[config.mk]
export PLATFORM = sky130hd
export DESIGN_NAME = check_regfile
export DESIGN_NICKNAME = d
export VERILOG_FILES = /design/src/rtl/riscv_check_pkg.sv /design/src/rtl/check_regfile.sv
export SDC_FILE = /design/constraint.sdc
export NUM_CORES = 1
export LEC_CHECK = 0
export CAP_MARGIN = 20
export CELL_PAD_IN_SITES_DETAIL_PLACEMENT = 0
export CELL_PAD_IN_SITES_GLOBAL_PLACEMENT = 2
export CORE_MARGIN = 1.5
export CORE_UTILIZATION = 45
export DETAILED_ROUTE_END_ITERATION = 16
export PLACE_DENSITY = 0.77
export RECOVER_POWER = 25
export REMOVE_ABC_BUFFERS = 1
export SYNTH_ARGS = -nofsm -noshare
export SYNTH_HDL_FRONTEND = slang
export SYNTH_SLANG_ARGS = --single-unit
[constraint.sdc]
create_clock -name clk -period 6.3 [get_ports clk]
set_input_delay 1.575 -clock clk [delete_from_list [all_inputs] [get_ports clk]]
set_output_delay 1.575 -clock clk [all_outputs]
set_load 0.02 [all_outputs]
[src/rtl/riscv_check_pkg.sv]
// Shared types and width helpers for the commit checker slice.
package riscv_check_pkg;

  // Explicit encodings keep the legacy state values visible in waveforms.
  typedef enum logic [1:0] {
    IDLE  = 2'd0,
    RUN   = 2'd1,
    CHECK = 2'd2,
    DONE  = 2'd3
  } state_t;

  localparam logic [31:0] DEFAULT_HALT_INSTR = 32'h0000_006F;  // jal x0,0

  // Width of an index into n entries (at least one bit).
  function automatic int unsigned idx_w(input int unsigned n);
    return (n > 1) ? $clog2(n) : 1;
  endfunction

  // Width of a counter that must hold the value n itself.
  function automatic int unsigned cnt_w(input int unsigned n);
    return $clog2(n + 1);
  endfunction

endpackage

[src/rtl/check_regfile.sv]
// Register table with per-entry valid mask: one write port, one async read port.
module check_regfile
  import riscv_check_pkg::*;
#(
  parameter int unsigned XLEN     = 32,
  parameter int unsigned NUM_REGS = 32
) (
  input  logic                          clk,
  input  logic                          reset,
  input  logic                          clear,
  input  logic                          we,
  input  logic [idx_w(NUM_REGS)-1:0]    waddr,
  input  logic [XLEN-1:0]               wdata,
  input  logic [idx_w(NUM_REGS)-1:0]    raddr,
  output logic [XLEN-1:0]               rdata,
  output logic                          rvalid
);

  logic [XLEN-1:0]     mem [NUM_REGS];
  logic [NUM_REGS-1:0] valid;

  // Storage update: reset or clear wipes data and valid bits, else single write.
  always_ff @(posedge clk) begin
    if (!reset || clear) begin
      for (int unsigned i = 0; i < NUM_REGS; i++) begin
        mem[i] <= '0;
      end
      valid <= '0;
    end else if (we) begin
      mem[waddr]   <= wdata;
      valid[waddr] <= 1'b1;
    end
  end

  assign rdata  = mem[raddr];
  assign rvalid = valid[raddr];

endmodule

# ---- Word-level counts from Yosys, hierarchy flattened
# Memories as Yosys holds them, arrays and structs flattened.
# Index checks and enable logic that the tools add are counted.
dict set report classes {
  magnitude_cmp 3
  mux 12
  bitwise 1
  reduce_logical 4
}
# op n
set op_table {}
lappend op_table {{two-way mux 32 bit} 1}
lappend op_table {{bitwise OR 32 bit} 1}
lappend op_table {{OR reduction 32 bit} 1}
lappend op_table {{less-than comparator 5 x 6 -> 1 bit, second input constant} 2}
lappend op_table {{two-way mux 1 bit} 8}
lappend op_table {{binary-select mux 1 bit (select 5 bit)} 1}
lappend op_table {{demux 1 bit (select 5 bit)} 1}
lappend op_table {{>= comparator 5 x 1 -> 1 bit, second input constant} 1}
lappend op_table {{two-way mux 5 bit} 1}
lappend op_table {{logical AND 1 bit} 1}
lappend op_table {{logical NOT 1 bit} 1}
lappend op_table {{logical OR 1 bit} 1}
dict set report totals {
  regBits 32
  ramBits 1024
  in_bits 46
  output_inout_bits 33
  mem_count 1
}
# name depth width rd rd_ports_with_merged_regs wr line
set mem_list {}
lappend mem_list {mem 32 32 1 0 32 check_regfile.sv:19} ;# logic [XLEN-1:0] mem [NUM_REGS];

# ---- Depth between registers and ports, before layout
dict set report depth {
  depth_word 6
  ltp_mapped 8
  mapped_depth_nobuf 5
}

# ---- Worst setup path before layout
# OpenSTA, ideal clock, no wires.
dict set report synth_path {
  kind {input -> register}
  from {input reset}
  to {memory mem[13][0] (enable)}
  setup_time_ns 0.466
  t_arrival_ns 4.588
  required_ns 5.834
  path_slack_ns 1.246
  stages 5
  path_cell_list {nor2b_2 -> and2b_1 -> nand3_2 -> buf_2 -> o21ai_0}
}
# element line
set synth_lines {}
lappend synth_lines {{from (decl)} check_regfile.sv:9} ;# input logic reset,
lappend synth_lines {{to (decl)} check_regfile.sv:19}

# ---- Worst setup path in the final report
dict set report layout_path {
  from {input raddr[2]}
  to {output rdata[16]}
}
dict set report layout_between {
  elab_chain_cells 1
}
# element line
set layout_lines {}
lappend layout_lines {{from (decl)} check_regfile.sv:14} ;# input logic [idx_w(NUM_REGS)-1:0] raddr,
lappend layout_lines {{memory (32 x 32 bit)} --}
lappend layout_lines {{to (decl)} check_regfile.sv:15} ;# output logic [XLEN-1:0] rdata,
# Every way passes these cells.

==> results.py <==
metrics = {
    "timing": {
        "fin_crit_sh": 0.9838,
        "slew_viol_final": 703,
        "period_needed_ps": 6198,
        "finalSetupViolCount": 0,
        "finalHoldViolCount": 0,
        "fin_tns_setup_ps": 0,
        "finClkSkew_ps": 0,
        "worst_hold_slack_ps": 449.5,
        "tightest_slew_ps": 2894,
        "slew_headroom": -0.9294,
        "max_freq_mhz": 161.3,
        "rsz0062_at_grt": "no",
    },
    "floorplan": {
        "start_util": 0.4529,
        "die_w_um": 330.8,
        "rows": 120,
        "coreArea_mm2": 0.1068,
        "die-area_mm2": 0.1094,
        "io_pins": 79,
        "die_y_um": 330.8,
    },
    "place": {
        "port_buffers": 78,
        "post-dp-hpwl_um": 82500,
        "placed_cell_area_mm2": 0.05148,
        "gp_congestion": 0.8266,
    },
    "logic_synthesis": {
        "synth_cell_types": 31,
        "synth_area_mm2": 0.04835,
        "syn_area_per_cell_um2": 13.45,
        "yosysWarnings": 0,
        "netlist_instances": 3595,
        "synth_top_area_share": 0.6359,
        "yosys.area.top_type": "edfxtp_1",
        "ys_top_cells_by_area": "edfxtp_1, and2_1, mux2i_1",
        "ys_ff_latch": 1056,
        "synth-seq-area-share": 0.6492,
    },
    "cells_and_area": {
        "seqCellArea_mm2": 0.03139,
        "postLayoutCellArea_mm2": 0.05505,
        "fin_nets": 3672,
        "areaGrowthSynthToFinish_pct": 13.84,
        "multiInputGateArea_mm2": 0.01573,
        "drive_gt1_frac": 0.09696,
        "mostFrequentLayoutCells": "edfxtp_1, and2_1, mux2i_1, and2_0, buf_4",
        "final_util": 0.5156,
        "nFillCells": 8986,
        "mostFrequentLayoutCell": "edfxtp_1",
    },
    "grt": {
        "gr-total-overflow": 0,
        "grt_max_degree": 59,
        "gr-usage-all-layers": 0.2477,
        "grt_pass1_vias": 29080,
        "antenna_found_initial": 4,
        "grt_pass1_wl_um": 197700,
    },
    "worst_setup_path": {
        "r2r_start": "valid[8]$_SDFFE_PP0P_",
        "crit_required_ps": 4720,
        "cp_max_fo": 38,
        "crit_path_end_kind": "output pin",
        "crit_path_start_kind": "primary input",
        "reg2reg_to": "valid[8]$_SDFFE_PP0P_",
        "cp.arrival_ps": 4620,
        "critical_path_class": "in -> out",
        "rrSetupSlack_ps": 5710,
        "cp-startpoint": "raddr[2]",
        "ff2ff_path_depth": 1,
    },
    "run": {
        "cap_violations": 25,
    },
    "route": {
        "drtPass1Iterations": 5,
        "drtAntennaViolNets": 0,
        "vias": 29050,
        "routed_wl_um": 136000,
        "vias_per_cell": 5.665,
        "drc": 0,
        "drtIter0Drc": 2673,
        "wl_per_cell_um": 26.52,
    },
    "hold_path": {
        "hp-class": "reg -> reg",
        "min_to": "valid[17]$_SDFFE_PP0P_",
        "min_path_cells": 1,
        "min_from": "valid[17]$_SDFFE_PP0P_",
    },
    "pwr": {
        "p_leak_uw": 0.02185,
        "pwr-share-comb": 0.081,
        "vdd_drop_max_mv": 0.2383,
        "p_sw_frac": 0.2320,
        "p_seq_frac": 0.510,
        "p_total_uw": 15950,
        "p_sw_uw": 3700,
        "power.density_mw_per_mm2": 289.8,
        "intPower_uw": 12250,
        "clock_power_share": 0.409,
    },
    "cts": {
        "h-tree-depth": 3,
        "clock_sinks": 1056,
        "cts_tree": "done",
        "hold_buffers": 0,
        "cts_made_buffers": 111,
        "clk_pin_slew_worst_paths_ps": 60,
        "root_buffer": "clkbuf_16",
        "cts_buffer_depth": 3,
        "clk_latency_ps": 680,
    },
    "outcome": {
        "status": "finished, violations left",
        "violations": "max-capacitance violations, max-slew violations",
    },
}
-- power groups by stage --
stage	clock (uW)	sequential, uW	combinational, uW
4_1_cts	6620	8130	1290
6_report	6530	8130	1290
5_1_grt	6890	8160	1360
3_3_place_gp	0	8260	1280
2_1_floorplan	0	8270	571
3_5_place_dp	0	8280	1290
-- cell usage after synthesis --
cell type / n
or3_1: 1
nor2_1: 21
buf_4: 33
or3b_1: 2
o21ai_0: 32
buf_1: 20
nand2_1: 101
nand3_2: 2
a21oi_1: 99
dfxtp_1: 32
nand4_2: 1
nand3b_1: 3
edfxtp_1: 1024
clkbuf_2: 7
nor2b_2: 1
and2_1: 1025
nand2b_1: 2
mux2i_1: 528
nand2_2: 1
a22oi_1: 99
or2_2: 1
a31oi_1: 33
a22o_1: 66
clkbuf_1: 205
and2b_1: 1
buf_2: 74
nor3_1: 33
nor2b_1: 3
nand3_1: 100
nor2_2: 13
a21o_1: 32
-- layout make-up --
cell class                 count  area share
antenna                        2  0.00009092
clock buffer                 139     0.05294
clock inverter                71     0.01275
multi-input combinational   2200      0.2857
sequential                  1056      0.5702
tap                         1403     0.03189
timing repair buffer         257     0.04637
-- worst max-delay path by stage --
| stage | end | slack, ps |
|---|---|---|
| floorplan | rdata[0] | -2010 |
| finish | rdata[16] | 100 |
| global placement | rdata[24] | 70 |
| CTS | rdata[11] | 120 |
| detailed placement | rdata[24] | 140 |
| global route | rdata[24] | 90 |
-- critical path: stages --
cell and delay, ps:
clkdlybuf4s50_1 630, nor2_4 210, buf_12 290, buf_4 390
buf_4 300, a22oi_1 120, nand3_1 210, nand3_1 210
clkdlybuf4s50_1 600
-- sequential cells by signal, summed over array words and instances, names as in the netlist --
signal	count
mem	1024
valid	32
-- cells by family after synthesis --
group,after synthesis,share of synthesized area
AOI/OAI and AO/OA,361,0.05012
buffers and inverters,339,0.03097
DFF,1056,0.6492
muxes,528,0.1093
and+or+nand+nor,1311,0.1604
-- routing by layer --
| layer | track usage | share of wire | vias up | wire length, um |
|---|---|---|---|---|
| li1 | - | - | 12990 | - |
| met1 | 0.3513 | 0.44 | 14940 | 60360 |
| met2 | 0.4023 | 0.47 | 932 | 64380 |
| met3 | 0.03318 | 0.062 | 181 | 8372 |
| met4 | 0.06422 | 0.021 | 0 | 2854 |
| met5 | 0 | 0 | - | 0 |
-- what timing repair did --
| action | CTS | global route |
|---|---|---|
| resized for setup | 0 | 1 |
| endpoints found under the setup margin | 0 | 1 |
| setup buffers | 0 | 0 |
-- through the flow --
stage	worst slack (ps)	instances
after floorplan	-2013	3256
after global routing	91.04	5127
after detailed placement	143.9	4906
after CTS	124.7	5116
after global placement	65.09	4902
final	101.9	5128
(Power assumes the default switching activity.)
